$ cat config.mk
export PLATFORM = sky130hd
export DESIGN_NAME = uart_rx_fifo
export DESIGN_NICKNAME = d
export VERILOG_FILES = /design/src/rtl/uart_pkg.sv /design/src/rtl/uart_fifo_mem.sv /design/src/rtl/uart_rx_fifo.sv
export SDC_FILE = /design/constraint.sdc
export NUM_CORES = 1
export LEC_CHECK = 0
export CORE_UTILIZATION = 66
export CTS_BUF_LIST = sky130_fd_sc_hd__clkbuf_8
export CTS_CLUSTER_SIZE = 14
export DETAILED_ROUTE_END_ITERATION = 16
export HOLD_SLACK_MARGIN = 0.06
export PLACE_DENSITY = 0.91
export SYNTH_ARGS = -nofsm -noshare
export SYNTH_HDL_FRONTEND = slang
export SYNTH_SLANG_ARGS = --single-unit
$ cat constraint.sdc
create_clock -name i_clk -period 5.9 [get_ports i_clk]
set_input_delay 0.885 -clock i_clk [delete_from_list [all_inputs] [get_ports i_clk]]
set_output_delay 0.885 -clock i_clk [all_outputs]
set_load 0.02 [all_outputs]
$ cat src/rtl/uart_pkg.sv
// Shared UART types and constants.
// Holds the RX FIFO entry layout and its default depth.
package uart_pkg;

  localparam int UART_RX_FIFO_DEPTH = 16;

  typedef struct packed {
    logic       frame_err;
    logic       parity_err;
    logic [8:0] data;
  } rx_fifo_entry_t;

endpackage

$ cat src/rtl/uart_fifo_mem.sv
// Generic DEPTH x WIDTH register array, no reset.
// Ports: i_clk, i_we/i_waddr/i_wdata (sync write), i_raddr/o_rdata (async read).
module uart_fifo_mem #(
  parameter int DEPTH = 16,
  parameter int WIDTH = 8,
  localparam int AW = $clog2(DEPTH)
) (
  input  logic             i_clk,
  input  logic             i_we,
  input  logic [AW-1:0]    i_waddr,
  input  logic [WIDTH-1:0] i_wdata,
  input  logic [AW-1:0]    i_raddr,
  output logic [WIDTH-1:0] o_rdata
);

  logic [WIDTH-1:0] mem_q [DEPTH];

  always_ff @(posedge i_clk) begin
    if (i_we) begin
      mem_q[i_waddr] <= i_wdata;
    end
  end

  assign o_rdata = mem_q[i_raddr];

endmodule

$ cat src/rtl/uart_rx_fifo.sv
// UART receive FIFO: FWFT read port, full/almost-full, sticky ovf/udf.
// Ports: i_clk/i_rst, write (i_wr_*), read (i_rd_en, o_rd_*), status, i_flush, i_clr_flags.
module uart_rx_fifo
  import uart_pkg::*;
#(
  parameter int DEPTH    = UART_RX_FIFO_DEPTH,
  parameter int AF_LEVEL = DEPTH - 2,
  localparam int AW = $clog2(DEPTH),
  localparam int PW = AW + 1
) (
  input  logic          i_clk,
  input  logic          i_rst,
  input  logic          i_wr_en,
  input  logic [8:0]    i_wr_data,
  input  logic          i_wr_frame_err,
  input  logic          i_wr_parity_err,
  output logic          o_full,
  output logic          o_almost_full,
  input  logic          i_rd_en,
  output logic [8:0]    o_rd_data,
  output logic          o_rd_frame_err,
  output logic          o_rd_parity_err,
  output logic          o_empty,
  output logic [PW-1:0] o_level,
  input  logic          i_flush,
  input  logic          i_clr_flags,
  output logic          o_overflow,
  output logic          o_underflow
);

  logic [PW-1:0] wr_ptr_q, wr_ptr_d;
  logic [PW-1:0] rd_ptr_q, rd_ptr_d;
  logic          ovf_q, ovf_d;
  logic          udf_q, udf_d;

  logic          empty, full;
  logic          rd_acc, wr_acc;
  logic          ovf_evt, udf_evt;
  logic [PW-1:0] level;

  rx_fifo_entry_t wr_entry, rd_entry;

  assign empty = (wr_ptr_q == rd_ptr_q);
  assign full  = (wr_ptr_q[AW-1:0] == rd_ptr_q[AW-1:0])
              && (wr_ptr_q[AW] != rd_ptr_q[AW]);
  assign level = wr_ptr_q - rd_ptr_q;

  // Flush wins over both ports and raises no event flags.
  assign rd_acc  = i_rd_en && !empty && !i_flush;
  // When full, a same-cycle pop frees the slot being written.
  assign wr_acc  = i_wr_en && (!full || rd_acc) && !i_flush;
  assign ovf_evt = i_wr_en && full && !rd_acc && !i_flush;
  assign udf_evt = i_rd_en && empty && !i_flush;

  assign wr_entry = '{frame_err:  i_wr_frame_err,
                      parity_err: i_wr_parity_err,
                      data:       i_wr_data};

  always_comb begin
    wr_ptr_d = wr_ptr_q;
    rd_ptr_d = rd_ptr_q;
    if (i_flush) begin
      rd_ptr_d = wr_ptr_q;
    end else begin
      if (wr_acc) wr_ptr_d = wr_ptr_q + 1'b1;
      if (rd_acc) rd_ptr_d = rd_ptr_q + 1'b1;
    end
    // A new event in the clear cycle keeps the flag set.
    ovf_d = ovf_evt || (ovf_q && !i_clr_flags);
    udf_d = udf_evt || (udf_q && !i_clr_flags);
  end

  always_ff @(posedge i_clk or posedge i_rst) begin
    if (i_rst) begin
      wr_ptr_q <= '0;
      rd_ptr_q <= '0;
      ovf_q    <= 1'b0;
      udf_q    <= 1'b0;
    end else begin
      wr_ptr_q <= wr_ptr_d;
      rd_ptr_q <= rd_ptr_d;
      ovf_q    <= ovf_d;
      udf_q    <= udf_d;
    end
  end

  uart_fifo_mem #(
    .DEPTH (DEPTH),
    .WIDTH ($bits(rx_fifo_entry_t))
  ) u_mem (
    .i_clk   (i_clk),
    .i_we    (wr_acc),
    .i_waddr (wr_ptr_q[AW-1:0]),
    .i_wdata (wr_entry),
    .i_raddr (rd_ptr_q[AW-1:0]),
    .o_rdata (rd_entry)
  );

  assign o_empty         = empty;
  assign o_full          = full;
  assign o_level         = level;
  assign o_almost_full   = (level >= PW'(AF_LEVEL));
  assign o_overflow      = ovf_q;
  assign o_underflow     = udf_q;
  assign o_rd_data       = empty ? '0   : rd_entry.data;
  assign o_rd_frame_err  = empty ? 1'b0 : rd_entry.frame_err;
  assign o_rd_parity_err = empty ? 1'b0 : rd_entry.parity_err;

endmodule

==> results.md, run 1 <==
* Mapped Cells at 393
* Crit path DAT at 3890 ps
* Worst Tran Pin Value at 1340 ps
* WS Path Type: reg2out
* Clock sink count at 188
* Area added between synthesis and finish at 11.5%
* Post-CTS Setup Bufs at 0
* Via Count at 3909
* Predominant post-synthesis flop cell: edfxtp_1
* Worst-path cell chain: inv_1 -> ha_1 -> and4_1 -> nand2_1 -> o21ai_0 -> a21oi_1 -> clkdlybuf4s50_1
* First-pass GRT wire length at 22.9 mm
* WHS at 560 ps
* Setup_tns at 0 ps
* CTS tree: built
* Worst setup SP type: flop
* Worst r2r src: rd_ptr_q[2]
* CP max stage delay at 1040 ps
* Final Skew at 12.1 ps
* Syn avg cell area at 19.5 µm²
* Fin. Hold Viols at 0
* Core Box Area at 11400 µm²
* EDFF count, synth at 176
* Routed WL at 15.5 mm
* Ys Warns at 0
* Largest net degree at the start of global routing at 36
* H-tree Lvls at 4
* Post-DRT Antenna Nets at 0
* Worst-path clk slew at 90 ps
* Distinct cells, synth at 39
* Nets at 465
* Initial antenna violation count at 0
* CTS Buffer Depth at 2
* Drt drc at 0
* I/O pins at 38
* Cell Pwr Density at 485 nW/µm²
* Sequential area share after synthesis at 0.728
* Max Fclk at 0.209 GHz
* Starting Density at 0.675
* # diodes at 0
* Fin worst setup slack at 1120 ps
* Asr flop ratio synth at 0.0638
* Via density at 6.58
* Placed cell count at 562
* Design area at 8550 µm²
* GPL Wtd Cong at 0.926
* Total gr overflow at 0
* Most frequent cells in the layout: edfxtp_1 (176), mux4_2 (37), clkdlybuf4s50_1 (37)
* Mapped Area at 7670 µm²
* Slowest CP cell: dfrtp_1
* Worst Path Max Fanout at 28
* Final setup fails at 0
* Net count after synthesis at 420
* Commonest non-fill, non-tap cell in the layout: edfxtp_1
* Final Power at 4.15 mW
* Required @ worst endpoint at 5020 ps
* Non-filler cells, final at 594
* Hold buffers post-CTS at 0
* Layout cell share with drive strength beyond 1 at 0.195
* Initial drt markers at 452
* Worst vdd ir at 662 µV
* Setup crit end kind: primary output
* Post-CTS resize count at 0
* Min cycle time layout at 4780 ps
* Status: completed
* Final core utilization at 0.752
* Min-Delay Path Class: reg2reg
* Period utilization at 0.810
* Inserted Clock Buffers at 17
* DRT Pass-1 Iters at 5
* Worst slack, placed at 1690 ps
* CTS root buf: clkbuf_8
* Die area at 12100 µm²
* Hold Startpoint: o_overflow
* Worst path top cell family by delay: flip-flops
* GRT Util Overall at 0.284
* Overall die height at 110 µm
* DP HPWL at 9.50 mm
* Static Leak at 2.83 nW
* DP Area at 8180 µm²
* Number of max-cap violations at 0
* FF+latch count, synth at 188
* Clock Latency Late Sink at 470 ps
* Critical path buffers and inverters at 2
* Number of global-route vias before repair at 3990
* RSZ-0062 raised after global routing: false
* Die Width at 110 µm
* Routed len/inst at 26.0 µm
* Slew HR at 0.105
* Worst Setup SP: rd_ptr_q[2]
* Rows at 39
* Pins over their slew limit at 0
* IO buf count at 37
-- worst paths after layout --
| path | end | slack (ps) | depth (start not counted) |
|---|---|---|---|
| max | o_rd_frame_err | 1120 | 7 |
| min | o_overflow | 560 | 2 |
| max reg2reg | u_mem.mem_q[13][10] | 1650 | 6 |
| min reg2reg | o_overflow | 560 | 2 |
| max in group asynchronous | rd_ptr_q[0] | 4790 | 2 |
| min in group asynchronous | rd_ptr_q[3] | 740 | 2 |
-- metal layers --
metal	vias up	wire, µm	GRT usage
li1	1668	-	-
met1	1997	5770	0.358
met2	206	8100	0.469
met3	38	1050	0.0605
met4	0	550	0.148
met5	-	0	0
-- cell usage after synthesis (all sizes together) (8+ instances only) --
library cell / count / share of area
mux2i: 13 / 0.017
a21oi: 13 / 0.0085
mux2: 12 / 0.018
edfxtp: 176 / 0.69
ha: 9 / 0.015
buf: 17 / 0.013
dfrtp: 12 / 0.039
mux4: 43 / 0.13
nor2: 13 / 0.0064
o21ai: 18 / 0.012
nand2: 10 / 0.0049
inv: 14 / 0.0069
xnor2: 8 / 0.0091
-- tightest hold or removal path: stages, from the launching register on --
cell and delay [ps]:
dfrtp_1 390, inv_1 60, o22ai_1 70
-- kinds of logic (layout without fill, tap and decap cells) --
| group | count (synthesis) | in the layout | synth area share |
|---|---|---|---|
| xor gates and xnor gates | 12 | 12 | 0.0137 |
| and+or+nand+nor | 40 | 40 | 0.0245 |
| DFF | 188 | 188 | 0.728 |
| muxes | 68 | 68 | 0.164 |
| adders and majority gates | 10 | 10 | 0.0173 |
| AOI/OAI and AO/OA | 41 | 41 | 0.0310 |
| buffers and inverters | 34 | 92 | 0.0217 |
-- report_power, final --
group          internal, mW  switching [mW]  total (mW)  leakage (nW)
Combinational         0.802           0.848        1.65         0.911
Sequential             1.56           0.142        1.70          1.73
Clock                 0.367           0.432       0.799         0.184
Total                  2.72            1.42        4.15          2.83
-- state kept, by name, summed over array words and instances (netlist names) --
register,cells
o_underflow,1
o_overflow,1
u_mem.mem_q,176
wr_ptr_q,5
rd_ptr_q,5
-- cell type report --
class                   count  area [µm²]
clock buffers              17         234
clock inverters            15         136
flip-flops and latches    188        5590
multi-input cells         171        1920
fillers                   602        2820
inverters                  14        52.6
well taps                 143         179
repair buffers             46         438
No activity file was read; power rests on OpenSTA's default activity.
==> run 2: changes to the inputs <==
CORE_UTILIZATION = 56   (was 66)
PLACE_DENSITY = 0.83   (was 0.91)
clock period = 4.35 ns   (was 5.9 ns; I/O delays follow)
==> run 2 against run 1 <==
Compared with the run above:
- die area is 18% higher
- combinational power is 42% higher
- core utilization shrank 9.5 points
- sequential power grew 32%
- hold slack worse by 44 ps
- wire length shrank 5.1%
- global-route usage down 5.2 points
- flip-flop and latch count did not move
- clock power increased by 40%
- setup slack lost 730 ps
- final area increased by 2.1%
- critical endpoint is now o_rd_data[8]
- highest routed layer unchanged
==> results.md, run 2 (synthesis results as in run 1) <==
* Core Box Area at 13300 µm²
* CTS root buf: clkbuf_8
* RSZ-0062 raised after global routing: false
* Starting Density at 0.577
* Top reg by flops: u_mem.mem_q
* Most frequent cells in the layout: edfxtp_1 (176), mux4_2 (37), clkdlybuf4s50_1 (37)
* Worst Tran Pin Value at 659 ps
* Worst slack, placed at 904 ps
* Via Count at 3794
* Largest net degree at the start of global routing at 28
* Status: completed
* Crit path DAT at 3300 ps
* Clock sink count at 188
* WS Path Type: reg2out
* Hold buffers post-CTS at 0
* Reg2reg end: u_mem.mem_q[9][0]
* DRT Pass-1 Iters at 5
* Initial drt markers at 372
* Commonest non-fill, non-tap cell in the layout: edfxtp_1
* Final Power at 5.70 mW
* DP HPWL at 9.44 mm
* Fin worst setup slack at 394 ps
* Clock Latency Late Sink at 450 ps
* Post-CTS resize count at 0
* Min-Delay Path Class: in2async
* Routed len/inst at 22.9 µm
* Final Skew at 7.64 ps
* Worst r2r src: rd_ptr_q[1]
* Die Width at 119 µm
* I/O pins at 38
* # diodes at 0
* CTS tree: built
* GRT Util Overall at 0.232
* Setup_tns at 0 ps
* Total gr overflow at 0
* IO buf count at 37
* Static Leak at 2.93 nW
* Slowest CP cell: clkdlybuf4s50_1
* Nets at 480
* Min cycle time layout at 3960 ps
* Post-DRT Antenna Nets at 0
* Worst setup SP type: flop
* Setup crit end kind: primary output
* Worst-path clk slew at 90 ps
* Max reg flops at 176
* Required @ worst endpoint at 3700 ps
* CTS Buffer Depth at 2
* Worst-path cell chain: inv_1 -> ha_1 -> and4_1 -> nand2_1 -> o21ai_0 -> a21oi_1 -> clkdlybuf4s50_1
* GPL Wtd Cong at 0.850
* Placed cell count at 610
* Max Fclk at 0.253 GHz
* Worst vdd ir at 453 µV
* Design area at 8730 µm²
* Largest registers: u_mem.mem_q x176, rd_ptr_q x5, wr_ptr_q x5
* Rows at 42
* Period utilization at 0.909
* Area added between synthesis and finish at 13.8%
* DP Area at 8340 µm²
* CP max stage delay at 680 ps
* Layout cell share with drive strength beyond 1 at 0.227
* Drt drc at 0
* Via density at 5.91
* Reg area at 5590 µm²
* Non-filler cells, final at 642
* Internal reg-to-reg setup slack at 1280 ps
* Filler cells at 855
* Final setup fails at 0
* Number of max-cap violations at 0
* Pins over their slew limit at 0
* Inserted Clock Buffers at 17
* Die area at 14200 µm²
* Number of global-route vias before repair at 4047
* Reg2Reg Depth at 7
* WHS at 516 ps
* Routed WL at 14.7 mm
* Area of the multi-input gates at 1930 µm²
* Final core utilization at 0.657
* Post-CTS Setup Bufs at 0
* Cell Pwr Density at 653 nW/µm²
* Worst Path Max Fanout at 14
* Fin. Hold Viols at 0
* Slew HR at 0.558
* Initial antenna violation count at 0
* First-pass GRT wire length at 23.2 mm
* H-tree Lvls at 4
* Overall die height at 119 µm
## run 2: worst max-delay path: cells and delay by family (launching register included)
| family | cells | cell delay, ps |
|---|---|---|
| AO/OA/AOI/OAI | 2 | 490 |
| flip-flops | 1 | 530 |
| AND/OR/NAND/NOR | 2 | 670 |
| adder cells (fa/ha/maj) | 1 | 340 |
| buffers and inverters | 2 | 820 |
## run 2: how the worst max path moves through the flow
stage / startpoint / slack [ps] / end / cells after the start
6_report: rd_ptr_q[1] / 390 / o_rd_data[8] / 7
5_1_grt: wr_ptr_q[2] / 200 / o_rd_frame_err / 6
4_1_cts: rd_ptr_q[1] / 390 / o_rd_data[8] / 7
3_5_place_dp: rd_ptr_q[1] / 900 / o_rd_data[8] / 7
3_3_place_gp: rd_ptr_q[1] / 1020 / o_rd_data[8] / 7
2_1_floorplan: rd_ptr_q[3] / 1000 / u_mem.mem_q[0][0] / 9
## run 2: per-layer routing
| metal | global-route usage | up-vias | share of wire |
|---|---|---|---|
| met2 | 0.391 | 143 | 0.53 |
| met4 | 0.104 | 0 | 0.017 |
| met5 | 0 | - | 0 |
| met1 | 0.291 | 1931 | 0.39 |
| met3 | 0.0498 | 19 | 0.062 |
| li1 | - | 1701 | - |
## run 2: final cells by class
type                            count  area share
Timing Repair Buffer               61      0.0630
Multi-Input combinational cell    171       0.221
Sequential cell                   188       0.640
Clock buffer                       17      0.0268
Tap cell                          176      0.0252
Clock inverter                     15      0.0181
Inverter                           14     0.00602
## run 2: power by group
| group | switching, mW | internal, mW | total [mW] |
|---|---|---|---|
| registers | 0.134 | 2.11 | 2.24 |
| clock network | 0.562 | 0.556 | 1.12 |
| logic | 1.23 | 1.11 | 2.34 |
